`config.mk`:
```
export PLATFORM = sky130hd
export DESIGN_NAME = io_uart
export DESIGN_NICKNAME = d
export VERILOG_FILES = /design/src/rtl/io_pkg.sv /design/src/rtl/uart_fifo.sv /design/src/rtl/io_uart.sv
export SDC_FILE = /design/constraint.sdc
export NUM_CORES = 1
export LEC_CHECK = 0
export CAP_MARGIN = 15
export CORE_MARGIN = 10
export CORE_UTILIZATION = 45
export DETAILED_ROUTE_END_ITERATION = 8
export HOLD_SLACK_MARGIN = 0.05
export SETUP_SLACK_MARGIN = 0.15
export SYNTH_ARGS = -nofsm -noshare
export SYNTH_HDL_FRONTEND = slang
export SYNTH_HIERARCHICAL = 1
export SYNTH_SLANG_ARGS = --single-unit
```
`constraint.sdc`:
```
create_clock -name clk -period 4.15 [get_ports clk]
set_input_delay 0.83 -clock clk [delete_from_list [all_inputs] [get_ports clk]]
set_output_delay 0.83 -clock clk [all_outputs]
set_load 0.01 [all_outputs]
```
`src/rtl/io_pkg.sv`:
```
// Shared constants and types for the io_uart peripheral: register map, STATUS bit layout,
// FSM state encoding and the baud divisor floor.
package io_pkg;

    localparam logic [3:0] REG_TXDATA  = 4'h0;
    localparam logic [3:0] REG_RXDATA  = 4'h4;
    localparam logic [3:0] REG_STATUS  = 4'h8;
    localparam logic [3:0] REG_BAUDDIV = 4'hC;

    localparam int ST_TX_FULL   = 0;
    localparam int ST_TX_EMPTY  = 1;
    localparam int ST_TX_BUSY   = 2;
    localparam int ST_RX_VALID  = 3;
    localparam int ST_RX_OVR    = 4;
    localparam int ST_TX_OVF    = 5;
    localparam int ST_FRAME_ERR = 6;

    localparam logic [15:0] BAUD_MIN = 16'd4;

    typedef enum logic [1:0] {
        S_IDLE,
        S_START,
        S_DATA,
        S_STOP
    } uart_state_e;

    // Below 4 the RX half-bit wait would collapse to a single cycle or less.
    function automatic logic [15:0] clamp_div(input logic [15:0] v);
        return (v < BAUD_MIN) ? BAUD_MIN : v;
    endfunction

endpackage

```
`src/rtl/uart_fifo.sv`:
```
// Synchronous FIFO; pointers carry one extra wrap bit so full and empty are distinguishable.
// Data at the head is presented combinationally; pushes while full are ignored.
module uart_fifo #(
    parameter int WIDTH = 8,
    parameter int DEPTH = 16
) (
    input  logic             clk_i,
    input  logic             rst_i,
    input  logic             push_i,
    input  logic [WIDTH-1:0] din_i,
    input  logic             pop_i,
    output logic [WIDTH-1:0] dout_o,
    output logic             full_o,
    output logic             empty_o
);
    localparam int AW = $clog2(DEPTH);

    logic [WIDTH-1:0] mem_q [DEPTH];
    logic [AW:0]      wr_ptr_q, wr_ptr_d;
    logic [AW:0]      rd_ptr_q, rd_ptr_d;
    logic             push_ok, pop_ok;

    assign full_o  = (wr_ptr_q[AW] != rd_ptr_q[AW]) && (wr_ptr_q[AW-1:0] == rd_ptr_q[AW-1:0]);
    assign empty_o = (wr_ptr_q == rd_ptr_q);
    assign dout_o  = mem_q[rd_ptr_q[AW-1:0]];

    assign push_ok  = push_i & ~full_o;
    assign pop_ok   = pop_i & ~empty_o;
    assign wr_ptr_d = wr_ptr_q + {{AW{1'b0}}, push_ok};
    assign rd_ptr_d = rd_ptr_q + {{AW{1'b0}}, pop_ok};

    always_ff @(posedge clk_i or posedge rst_i) begin
        if (rst_i) begin
            wr_ptr_q <= '0;
            rd_ptr_q <= '0;
        end else begin
            wr_ptr_q <= wr_ptr_d;
            rd_ptr_q <= rd_ptr_d;
        end
    end

    always_ff @(posedge clk_i) begin
        if (push_ok) begin
            mem_q[wr_ptr_q[AW-1:0]] <= din_i;
        end
    end

endmodule

```
`src/rtl/io_uart.sv`:
```
// Memory-mapped 8N1 UART: TX FIFO, single-entry RX holding register, sticky flags, baud divisor.
// Reads are combinational from io_addr; writes and read side effects land on the io_ce edge.
module io_uart
    import io_pkg::*;
#(
    parameter int FIFO_DEPTH = 16,
    parameter int CLK_DIV    = 434
) (
    input  logic        clk,
    input  logic        rst,
    input  logic        io_ce,
    input  logic        io_we,
    input  logic [31:0] io_addr,
    input  logic [31:0] io_din,
    output logic [31:0] io_dout,
    input  logic        uart_rxd,
    output logic        uart_txd
);
    localparam logic [15:0] DIV_RST = 16'(CLK_DIV);

    logic        mapped;
    logic [3:0]  reg_off;
    logic        wr_tx, wr_status, wr_baud, rd_rx;
    logic        unused_bits;

    assign mapped    = (io_addr[15:4] == 12'h000);
    assign reg_off   = {io_addr[3:2], 2'b00};
    assign wr_tx     = io_ce &  io_we & mapped & (reg_off == REG_TXDATA);
    assign wr_status = io_ce &  io_we & mapped & (reg_off == REG_STATUS);
    assign wr_baud   = io_ce &  io_we & mapped & (reg_off == REG_BAUDDIV);
    assign rd_rx     = io_ce & ~io_we & mapped & (reg_off == REG_RXDATA);
    assign unused_bits = ^{io_addr[31:16], io_addr[1:0], io_din[31:16]};

    logic [15:0] baud_q, baud_d;

    uart_state_e tx_st_q, tx_st_d;
    logic [15:0] tx_cnt_q, tx_cnt_d;
    logic [2:0]  tx_bit_q, tx_bit_d;
    logic [7:0]  tx_sh_q, tx_sh_d;
    logic        txd_q, txd_d;
    logic        tx_full, tx_empty, tx_pop;
    logic [7:0]  fifo_dout;

    logic [1:0]  rx_sync_q;
    logic        rxs;
    uart_state_e rx_st_q, rx_st_d;
    logic [15:0] rx_cnt_q, rx_cnt_d;
    logic [2:0]  rx_bit_q, rx_bit_d;
    logic [7:0]  rx_sh_q, rx_sh_d;
    logic        rx_load, rx_ferr;

    logic [7:0]  rx_byte_q, rx_byte_d;
    logic        rx_valid_q, rx_valid_d;
    logic        rx_ovr_q, rx_ovr_d;
    logic        tx_ovf_q, tx_ovf_d;
    logic        frame_err_q, frame_err_d;
    logic [31:0] status;

    uart_fifo #(
        .WIDTH (8),
        .DEPTH (FIFO_DEPTH)
    ) u_tx_fifo (
        .clk_i   (clk),
        .rst_i   (rst),
        .push_i  (wr_tx),
        .din_i   (io_din[7:0]),
        .pop_i   (tx_pop),
        .dout_o  (fifo_dout),
        .full_o  (tx_full),
        .empty_o (tx_empty)
    );

    assign uart_txd = txd_q;
    assign rxs      = rx_sync_q[1];

    // The divisor is sampled only when a bit period is (re)loaded, so changes land on bit boundaries.
    always_comb begin
        tx_st_d  = tx_st_q;
        tx_cnt_d = tx_cnt_q;
        tx_bit_d = tx_bit_q;
        tx_sh_d  = tx_sh_q;
        txd_d    = txd_q;
        tx_pop   = 1'b0;
        case (tx_st_q)
            S_IDLE: begin
                if (!tx_empty) begin
                    tx_pop   = 1'b1;
                    tx_sh_d  = fifo_dout;
                    tx_cnt_d = baud_q - 16'd1;
                    txd_d    = 1'b0;
                    tx_st_d  = S_START;
                end
            end
            S_START: begin
                if (tx_cnt_q == 16'd0) begin
                    tx_st_d  = S_DATA;
                    tx_cnt_d = baud_q - 16'd1;
                    tx_bit_d = 3'd0;
                    txd_d    = tx_sh_q[0];
                end else begin
                    tx_cnt_d = tx_cnt_q - 16'd1;
                end
            end
            S_DATA: begin
                if (tx_cnt_q == 16'd0) begin
                    tx_cnt_d = baud_q - 16'd1;
                    if (tx_bit_q == 3'd7) begin
                        tx_st_d = S_STOP;
                        txd_d   = 1'b1;
                    end else begin
                        tx_bit_d = tx_bit_q + 3'd1;
                        tx_sh_d  = {1'b0, tx_sh_q[7:1]};
                        txd_d    = tx_sh_q[1];
                    end
                end else begin
                    tx_cnt_d = tx_cnt_q - 16'd1;
                end
            end
            S_STOP: begin
                if (tx_cnt_q == 16'd0) begin
                    tx_st_d = S_IDLE;
                    txd_d   = 1'b1;
                end else begin
                    tx_cnt_d = tx_cnt_q - 16'd1;
                end
            end
            default: tx_st_d = S_IDLE;
        endcase
    end

    always_comb begin
        rx_st_d  = rx_st_q;
        rx_cnt_d = rx_cnt_q;
        rx_bit_d = rx_bit_q;
        rx_sh_d  = rx_sh_q;
        rx_load  = 1'b0;
        rx_ferr  = 1'b0;
        case (rx_st_q)
            S_IDLE: begin
                if (!rxs) begin
                    rx_st_d  = S_START;
                    rx_cnt_d = (baud_q >> 1) - 16'd1;
                end
            end
            S_START: begin
                if (rx_cnt_q == 16'd0) begin
                    if (!rxs) begin
                        rx_st_d  = S_DATA;
                        rx_cnt_d = baud_q - 16'd1;
                        rx_bit_d = 3'd0;
                    end else begin
                        rx_st_d = S_IDLE;
                    end
                end else begin
                    rx_cnt_d = rx_cnt_q - 16'd1;
                end
            end
            S_DATA: begin
                if (rx_cnt_q == 16'd0) begin
                    rx_sh_d  = {rxs, rx_sh_q[7:1]};
                    rx_cnt_d = baud_q - 16'd1;
                    if (rx_bit_q == 3'd7) begin
                        rx_st_d = S_STOP;
                    end else begin
                        rx_bit_d = rx_bit_q + 3'd1;
                    end
                end else begin
                    rx_cnt_d = rx_cnt_q - 16'd1;
                end
            end
            S_STOP: begin
                if (rx_cnt_q == 16'd0) begin
                    rx_st_d = S_IDLE;
                    rx_load = rxs;
                    rx_ferr = ~rxs;
                end else begin
                    rx_cnt_d = rx_cnt_q - 16'd1;
                end
            end
            default: rx_st_d = S_IDLE;
        endcase
    end

    // Set conditions are OR-ed in after the clear terms so a coincident set always wins.
    always_comb begin
        baud_d      = wr_baud ? clamp_div(io_din[15:0]) : baud_q;
        rx_byte_d   = rx_load ? rx_sh_q : rx_byte_q;
        rx_valid_d  = rx_load | (rx_valid_q & ~rd_rx);
        rx_ovr_d    = (rx_load & rx_valid_q & ~rd_rx)
                    | (rx_ovr_q & ~(wr_status & io_din[ST_RX_OVR]));
        tx_ovf_d    = (wr_tx & tx_full)
                    | (tx_ovf_q & ~(wr_status & io_din[ST_TX_OVF]));
        frame_err_d = rx_ferr
                    | (frame_err_q & ~(wr_status & io_din[ST_FRAME_ERR]));
    end

    always_comb begin
        status               = 32'h0;
        status[ST_TX_FULL]   = tx_full;
        status[ST_TX_EMPTY]  = tx_empty;
        status[ST_TX_BUSY]   = (tx_st_q != S_IDLE);
        status[ST_RX_VALID]  = rx_valid_q;
        status[ST_RX_OVR]    = rx_ovr_q;
        status[ST_TX_OVF]    = tx_ovf_q;
        status[ST_FRAME_ERR] = frame_err_q;
    end

    always_comb begin
        io_dout = 32'h0;
        if (mapped) begin
            case (reg_off)
                REG_RXDATA:  io_dout = {24'h0, rx_byte_q};
                REG_STATUS:  io_dout = status;
                REG_BAUDDIV: io_dout = {16'h0, baud_q};
                default:     io_dout = 32'h0;
            endcase
        end
    end

    always_ff @(posedge clk or posedge rst) begin
        if (rst) begin
            baud_q      <= DIV_RST;
            tx_st_q     <= S_IDLE;
            tx_cnt_q    <= '0;
            tx_bit_q    <= '0;
            tx_sh_q     <= '0;
            txd_q       <= 1'b1;
            rx_sync_q   <= 2'b11;
            rx_st_q     <= S_IDLE;
            rx_cnt_q    <= '0;
            rx_bit_q    <= '0;
            rx_sh_q     <= '0;
            rx_byte_q   <= '0;
            rx_valid_q  <= 1'b0;
            rx_ovr_q    <= 1'b0;
            tx_ovf_q    <= 1'b0;
            frame_err_q <= 1'b0;
        end else begin
            baud_q      <= baud_d;
            tx_st_q     <= tx_st_d;
            tx_cnt_q    <= tx_cnt_d;
            tx_bit_q    <= tx_bit_d;
            tx_sh_q     <= tx_sh_d;
            txd_q       <= txd_d;
            rx_sync_q   <= {rx_sync_q[0], uart_rxd};
            rx_st_q     <= rx_st_d;
            rx_cnt_q    <= rx_cnt_d;
            rx_bit_q    <= rx_bit_d;
            rx_sh_q     <= rx_sh_d;
            rx_byte_q   <= rx_byte_d;
            rx_valid_q  <= rx_valid_d;
            rx_ovr_q    <= rx_ovr_d;
            tx_ovf_q    <= tx_ovf_d;
            frame_err_q <= frame_err_d;
        end
    end

endmodule

```
Word level (Yosys, flattened, before mapping)
Memory sizes are Yosys's and may differ from the RTL's.
Index checks and enable logic that the tools add are counted.
W data, S select, Z words.
Word-level totals
  register bits: 99
  RAM bits: 128
  input bits: 69
  word-level logic and storage cells: 164
  memories: 1
Cells by class
  $add $sub $neg: 8
  $lt $le $gt $ge: 1
  equal/unequal tests: 30
  multiplexer cells: 53
  bitwise operators: 32
  reduce and logical (&&, ||, !) cells: 21
Memories
  u_tx_fifo.mem_q: words 16, width 8, rd ports 1, clocked after Yosys merged registers in 0, write ports 1, RTL line uart_fifo.sv:18  | logic [WIDTH-1:0] mem_q [DEPTH];
Operators with widths (number)
  $mux W16: 10
  $pmux W16 S3: 2
  $pmux W16 S4: 1
  $sub A16 B1 Y16 const B: 3
  $logic_not A16 Y1: 2
  $ne A2 B2 Y1 const B: 15
  $mux W8: 3
  $mux W2: 11
  $mux W3: 7
  $and A1 B1 Y1: 20
  $lt A16 B3 Y1 const B: 1
  $pmux W2 S4: 2
  $pmux W8 S2: 1
  $sub A15 B1 Y16 const B: 1
  $reduce_and A5 Y1: 3
  $mux W1: 13
  $eq A2 B2 Y1 const B: 6
  $logic_not A12 Y1: 1
  $pmux W3 S2: 2
  $reduce_and A4 Y1: 3
  $add A5 B1 Y5: 2
  $not A1 Y1: 8
  $reduce_bool A2 Y1: 4
  $add A3 B1 Y3 const B: 2
  14 further kinds: 22

Depth between registers and ports, before layout
Gate-level depths: netlist (run 1).
  depth after elaboration: 7
  depth in mapped cells: 11

Cells and area by module
The synthesis (run 1) kept the hierarchy.
Modules (own cells, without submodules)
  io_uart: times used 1, cells each 653, area each 5924.4 um^2, seq. area each 2237.1 um^2
  uart_fifo: times used 1, cells each 282, area each 5522.8 um^2, seq. area each 4093.9 um^2

Least setup slack after synthesis (run 1)
Ideal clock, no wire load.
  kind: input port to flip-flop
  start point: input io_addr[10]
  end point: memory u_tx_fifo.mem_q[1][0], enable pin
  library setup time: 395 ps
  data arrival time: 2817 ps
  path slack: 938 ps
  stages on the path: 6
  path buffers: 1
  path through: nor4_1 -> nand3_1 -> clkbuf_1 -> nor4_1 -> o21ai_2 -> nor4_1
On the way
  word-level cells in the longest chain between the ends: 6
Ends and longest elaborated chain
  start, declared: RTL line io_uart.sv:13  | input logic [31:0] io_addr,
  $logic_not A12 Y1: RTL line io_uart.sv:26  | assign mapped = (io_addr[15:4] == 12'h000);
  $and A1 B1 Y1 (2 in a row): RTL line io_uart.sv:28  | assign wr_tx = io_ce & io_we & mapped & (reg_off == REG_TXDATA);
  named net wr_tx: RTL line io_uart.sv:23  | logic wr_tx, wr_status, wr_baud, rd_rx;
  $and A1 B1 Y1: RTL line uart_fifo.sv:27  | assign push_ok = push_i & ~full_o;
  $mux W1: RTL line uart_fifo.sv:43  | if (push_ok) begin
  $mux W1 (not written as such): RTL line uart_fifo.sv:44  | mem_q[wr_ptr_q[AW-1:0]] <= din_i;
  end, declared: RTL line uart_fifo.sv:18
The timed path passes the listed nets, and every way through them passes these cells.

Worst setup path after layout (run 1)
  start point: input io_addr[3]
  end point: output io_dout[4]
On the way
  word-level cells in the longest chain between the ends: 3
Ends and longest elaborated chain
  $eq A2 B2 Y1 / $eq A2 B1 Y1 (equally long branches): RTL line io_uart.sv:211  | case (reg_off)
  $pmux W16 S3 (*): RTL line io_uart.sv:211
  $mux W16 (*): RTL line io_uart.sv:210  | if (mapped) begin
  end, declared: RTL line io_uart.sv:15  | output logic [31:0] io_dout,
Mark *: on every way between the ends. The rest lies on a longest branch, timed or not.

==> out/qor.yml, run 1 <==
die:
  die_h_um: 179
  core_area_um2: 25100
  ios: 102
  dieArea_um2: 32200
  die_w_um: 179
  placementRows: 58
  initial_core_util_pct: 45.6
yosys:
  synth-seq-cells: 227
  synth-edff-count: 128
  synthTopCellsByCount: "edfxtp_1, dfrtp_1, nand2_1"
  syn-cell-area_um2: 11400
  yosysWarnings: 6
  synthFlopType: "edfxtp_1"
  synthDistinctLibCells: 78
  synth_area_leaders: "edfxtp_1, dfrtp_1, mux4_2"
  yosysTopAreaCell: "edfxtp_1"
  syn_inst: 935
  yosysMostFrequentCell: "edfxtp_1"
  ys_seq_area_share_pct: 55.3
  synth-async-reset-ratio_pct: 43.6
  synth_top_area_share_pct: 33.6
  syn_area_per_cell_um2: 12.2
pwr:
  leakagePower_nw: 4.92
  finalPower_mw: 6.95
  power_density_nw_per_um2: 529
  ir_worst_vdd_mv: 0.313
critical_path:
  cp_common_cell: "clkdlybuf4s50_1"
  path_max_fanout: 7
  cp_data_required_time_ns: 3.32
  reg2reg_depth: 8
  critPathKind: "input port to output pin"
  path_depth: 5
  max_stage_delay_ns: 0.65
  crit_arrival_ns: 2.82
  start_kind: "input port"
  cp-endpoint: "io_dout[4]"
  slowest_stage: "clkdlybuf4s50_1"
  r2r-end: "rx_cnt_q[13]"
  cp-startpoint: "io_addr[3]"
  worstSetupEndpointType: "output pin"
  reg2reg_slack_ns: 1.43
  r2r-start: "baud_q[2]"
  cp_cell_sequence: "clkdlybuf4s50_1 -> nor2b_1 -> a22oi_1 -> nor2_1 -> clkdlybuf4s50_1"
  crit_family: "buffers and inverters"
  path_buf_inv: 2
global_routing:
  gr-total-overflow: 0
  grt_pass1_wl_um: 43800
  antenna_found_initial: 0
  grt_max_degree: 44
  grt_pass1_vias: 7636
  grtUsageTotal_pct: 16.6
timing:
  period_share_pct: 88.0
  finClkSkew_ns: 0.0112
  rsz0062_at_grt: "no"
  slew_headroom_pct: 35.4
  finalCriticalPeriod_ns: 3.65
  final.setup.tns_ns: 0
  fmax_ghz: 0.274
  finalSetupViolCount: 0
  hold_slack_ns: 0.357
  slew_viol_final: 0
  worst_pin_slew_ns: 0.970
  setup_ws_ns: 0.500
  hold_viol: 0
drt:
  viasPerCell: 5.83
  wl_met2_um: 12600
  drtIter0Drc: 613
  detail_route.first_pass.iterations: 5
  top_layer_used: "met4"
  drc: 0
  wl_per_cell_um: 20.8
  via_count: 7835
  wl_met3_um: 1870
  routed_wl_um: 27900
  drtAntennaViolNets: 0
  wl_met1_um: 13000
clocking:
  post_cts_buffers: 0
  numCtsBuffers: 26
  clk_latency_ns: 0.54
  cts_buffer_depth: 3
  cts_hold_buffers: 0
  h-tree-depth: 1
  cts_tree: "yes"
  clk_pin_slew_ns: 0.05
  clock-root-buffer: "clkbuf_16"
  cts_resized: 0
  cts_sinks: 227
finish:
  layout.cells.non_filler: 1343
  nets: 1086
  antenna_cells: 0
  area_growth_pct: 14.8
  layout-drive-gt1-share_pct: 16.2
  final_util_pct: 52.3
  finalInstanceArea_um2: 13100
placement:
  placed_area_um2: 12300
  preCtsSetupSlack_ns: 0.531
  hpwl_um: 19300
  place_inst: 1295
  port_buffers: 51
  gp_congestion: 0.887
hold_path:
  hp-start: "rx_sync_q[0]"
  min_path_type: "flip-flop to flip-flop"
job:
  cap_violations: 0
run_status:
  status: "finished clean"
==> routing by layer <==
metal	track usage (%)	vias to the layer above
met1	24.2	3926
met5	0	-
met3	3.47	35
met4	3.51	0
met2	25.1	241
li1	-	3633
==> cells in the final DEF (no fill, tap or decap), types with 25 or more instances in the layout <==
cell type and instances:
a21oi_1 25, buf_4 37, clkbuf_16 26, clkdlybuf4s50_1 51, dfrtp_1 90, edfxtp_1 128
inv_1 27, mux2_2 35, mux2i_1 32, nand2_1 58, nand3_1 27, nor2_1 37
nor3_1 38, o21ai_0 55, xnor2_1 25
==> flip-flops by register name, indices dropped and copies added (netlist names), 2 cells and up, named ones only <==
register,flops
u_tx_fifo/wr_ptr_q,5
u_tx_fifo/mem_q,128
rx_sync_q,2
tx_bit_q,3
rx_sh_q,8
u_tx_fifo/rd_ptr_q,5
tx_st_q,2
tx_cnt_q,16
baud_q,16
rx_byte_q,8
rx_bit_q,3
tx_sh_q,8
rx_cnt_q,16
==> final cells by class <==
class	count	area, µm²
clock inverters	11	114
multi-input cells	621	4670
repair buffers	88	788
inverters	29	111
clock buffers	37	712
well taps	330	413
flip-flops and latches	227	6330
fillers	2238	12000
==> report_power, final <==
group	total, mW	internal (mW)	leakage, nW	switching [mW]
registers	2.78	2.58	2.43	0.201
clock network	2.18	1.27	0.390	0.916
logic	1.99	0.781	2.10	1.21
total	6.95	4.63	4.92	2.33
==> cell families (layout without fill, tap and decap cells) <==
group,Yosys count,after routing,synth area share [%]
xor+xnor,38,38,2.91
mux,93,93,11.2
simple gates,257,257,12.1
compound gates,193,193,11.3
buf+inv,102,165,4.47
flops,227,227,55.3
fa+ha+maj,24,24,2.62
other cells,1,16,0.0328
==> worst min-delay path by stage <==
stage | to | slack [ns] | cells past startpoint
2_1_floorplan | rx_sync_q[1] | 0.35 | 0
3_3_place_gp | rx_sync_q[1] | 0.35 | 0
3_5_place_dp | rx_sync_q[1] | 0.35 | 0
4_1_cts | rx_sync_q[1] | 0.36 | 0
5_1_grt | rx_sync_q[1] | 0.36 | 0
6_report | rx_sync_q[1] | 0.36 | 0
Note: power is estimated with default switching activity, not from simulation.
==> inputs of run 2 (changes only) <==
--- a/config.mk
+++ b/config.mk
@@ -6,6 +6,7 @@
 export NUM_CORES = 1
 export LEC_CHECK = 0
 export CAP_MARGIN = 15
+export CORE_ASPECT_RATIO = 1.25
 export CORE_MARGIN = 10
 export CORE_UTILIZATION = 45
 export DETAILED_ROUTE_END_ITERATION = 8
==> constraint.sdc (replaced) <==
create_clock -name clk -period 3.6 [get_ports clk]
set_input_delay 0.72 -clock clk [delete_from_list [all_inputs] [get_ports clk]]
set_output_delay 0.72 -clock clk [all_outputs]
set_load 0.05 [all_outputs]
==> run 2 against run 1 <==
Cell count is 0.15% higher. Routed wire length is 1.1% higher. Design area is 1.3% higher. Clock power is 17% higher. Core utilization is 0.64 points higher. Combinational power is 19% higher. Largest cell class unchanged. Highest routed layer unchanged.
==> out/qor.yml, run 2 (synthesized netlist as in run 1, its figures left out) <==
run_status:
  status: "finished clean"  # unchanged
global_routing:
  gr-total-overflow: 0  # unchanged
  grtUsageTotal_pct: 17.3  # was 16.6%
  grt_pass1_wl_um: 44500  # was 43800 µm
  antenna_found_initial: 0  # unchanged
  grt_max_degree: 53  # was 44
  grt_pass1_vias: 7754  # was 7636
pwr:
  finalPower_mw: 8.11  # was 6.95 mW
  power_density_nw_per_um2: 609  # was 529 nW/µm²
  ir_worst_vdd_mv: 0.458  # was 0.313 mV
  leakagePower_nw: 5.01  # was 4.92 nW
die:
  core_area_um2: 25100  # about the same
  dieArea_um2: 32300  # was 32200 µm²
  initial_core_util_pct: 45.6  # about the same
  die_w_um: 163  # was 179 µm
  placementRows: 65  # was 58
  ios: 102  # unchanged
  die_h_um: 198  # was 179 µm
clocking:
  clk_pin_slew_ns: 0.06  # was 0.05 ns
  clock-root-buffer: "clkbuf_16"  # unchanged
  post_cts_buffers: 0  # unchanged
  cts_sinks: 227  # unchanged
  h-tree-depth: 1  # unchanged
  cts_hold_buffers: 0  # unchanged
  cts_tree: "yes"  # unchanged
  numCtsBuffers: 23  # was 26
  cts_buffer_depth: 3  # unchanged
  cts_resized: 0  # unchanged
  clk_latency_ns: 0.53  # was 0.54 ns
critical_path:
  cp_data_required_time_ns: 2.88  # was 3.32 ns
  path_buf_inv: 2  # unchanged
  crit_family: "simple AND/OR/NAND/NOR gates"  # was buffers and inverters
  cp_cell_sequence: "clkdlybuf4s50_1 -> nor4_1 -> nand3_1 -> nor2_1 -> and2_1 -> buf_12"  # was clkdlybuf4s50_1 -> nor2b_1 -> a22oi_1 -> nor2_1 -> clkdlybuf4s50_1
  cp-startpoint: "io_addr[5]"  # was io_addr[3]
  start_kind: "input port"  # unchanged
  r2r-end: "rx_cnt_q[12]"  # was rx_cnt_q[13]
  path_max_fanout: 8  # was 7
  worstSetupEndpointType: "output pin"  # unchanged
  slowest_stage: "nor2_1"  # was clkdlybuf4s50_1
  critPathKind: "input port to output pin"  # unchanged
  reg2reg_slack_ns: 0.96  # was 1.43 ns
  max_stage_delay_ns: 0.51  # was 0.65 ns
  r2r-start: "baud_q[0]"  # was baud_q[2]
  crit_arrival_ns: 2.57  # was 2.82 ns
  reg2reg_depth: 8  # unchanged
job:
  cap_violations: 0  # unchanged
drt:
  drtAntennaViolNets: 0  # unchanged
  viasPerCell: 5.75  # was 5.83
  wl_per_cell_um: 21.0  # was 20.8 µm
  detail_route.first_pass.iterations: 5  # unchanged
  routed_wl_um: 28200  # was 27900 µm
  drc: 0  # unchanged
  drtIter0Drc: 601  # was 613
  via_count: 7731  # was 7835
hold_path:
  holdPathStages: 0  # unchanged
  hp-start: "rx_sync_q[0]"  # unchanged
  min_path_type: "flip-flop to flip-flop"  # unchanged
  whs_endpoint: "rx_sync_q[1]"  # unchanged
placement:
  preCtsSetupSlack_ns: 0.317  # was 0.531 ns
  hpwl_um: 19800  # was 19300 µm
  gp_congestion: 0.924  # was 0.887
  port_buffers: 51  # unchanged
timing:
  finalCriticalPeriod_ns: 3.29
  slew_headroom_pct: 37.6  # was 35.4%
  fmax_ghz: 0.304
  rsz0062_at_grt: "no"  # unchanged
  setup_ws_ns: 0.310  # was 0.500 ns
  finClkSkew_ns: 0.0222  # was 0.0112 ns
  finalSetupViolCount: 0  # unchanged
  final.setup.tns_ns: 0  # unchanged
  period_share_pct: 91.4
  worst_pin_slew_ns: 0.936  # was 0.970 ns
  slew_viol_final: 0  # unchanged
  hold_slack_ns: 0.355  # was 0.357 ns
  hold_viol: 0  # unchanged
finish:
  mostFrequentLayoutCells: "edfxtp_1, dfrtp_1, nand2_1"  # unchanged
  mostFrequentLayoutCell: "edfxtp_1"  # unchanged
  final_util_pct: 53.0  # was 52.3%
  layout-drive-gt1-share_pct: 18.0  # was 16.2%
  area_growth_pct: 16.3  # was 14.8%
  largest_reg_flops: 128  # unchanged
  fillers: 2191  # was 2238
  nets: 1086  # unchanged
  antenna_cells: 0  # unchanged
run 2: cell count changes in the layout (fill, tap and decap cells not counted), moves of 2 or more:
| cell | before | now |
|---|---|---|
| buf_12 | 0 | 17 |
| buf_4 | 37 | 39 |
| bufinv_16 | 1 | 4 |
| clkbuf_1 | 9 | 3 |
| clkbuf_16 | 26 | 23 |
| clkdlybuf4s50_1 | 51 | 35 |
run 2: how the worst max path moves through the flow:
stage,endpoint,slack (ns),cells after the start
2_1_floorplan,io_dout[7],0.34,4
3_3_place_gp,io_dout[13],0.28,6
3_5_place_dp,io_dout[13],0.32,6
4_1_cts,io_dout[13],0.30,6
5_1_grt,io_dout[10],0.17,6
6_report,io_dout[8],0.31,6
run 2: power by group:
| group | switching (mW) | leakage, nW | internal (mW) |
|---|---|---|---|
| registers | 0.232 | 2.43 | 2.97 |
| logic | 1.44 | 2.19 | 0.915 |
| clock network | 1.04 | 0.384 | 1.50 |
run 2: through the flow:
| stage | std cells | area (µm²) |
|---|---|---|
| after floorplan | 950 | 11500 |
| after global routing | 1345 | 13300 |
| after detailed placement | 1303 | 12500 |
| after global placement | 1303 | 12500 |
| final | 1345 | 13300 |
| after CTS | 1345 | 13300 |
run 2: routing by layer:
metal / track usage [%] / wire length [µm] / up-vias
met4: 5.28 / 723 / 0
li1: - / - / 3643
met1: 21.3 / 11800 / 3860
met3: 2.33 / 1080 / 43
met5: 0 / 0 / -
met2: 30.9 / 14600 / 185
run 2: layout make-up:
cell class,instances,area (µm²),area share [%]
clock buffer,27,601,4.51
clock inverter,15,203,1.52
inverter,29,111,0.836
multi-input combinational,621,4670,35.0
sequential,227,6330,47.6
tap,335,419,3.15
timing repair buffer,91,983,7.39
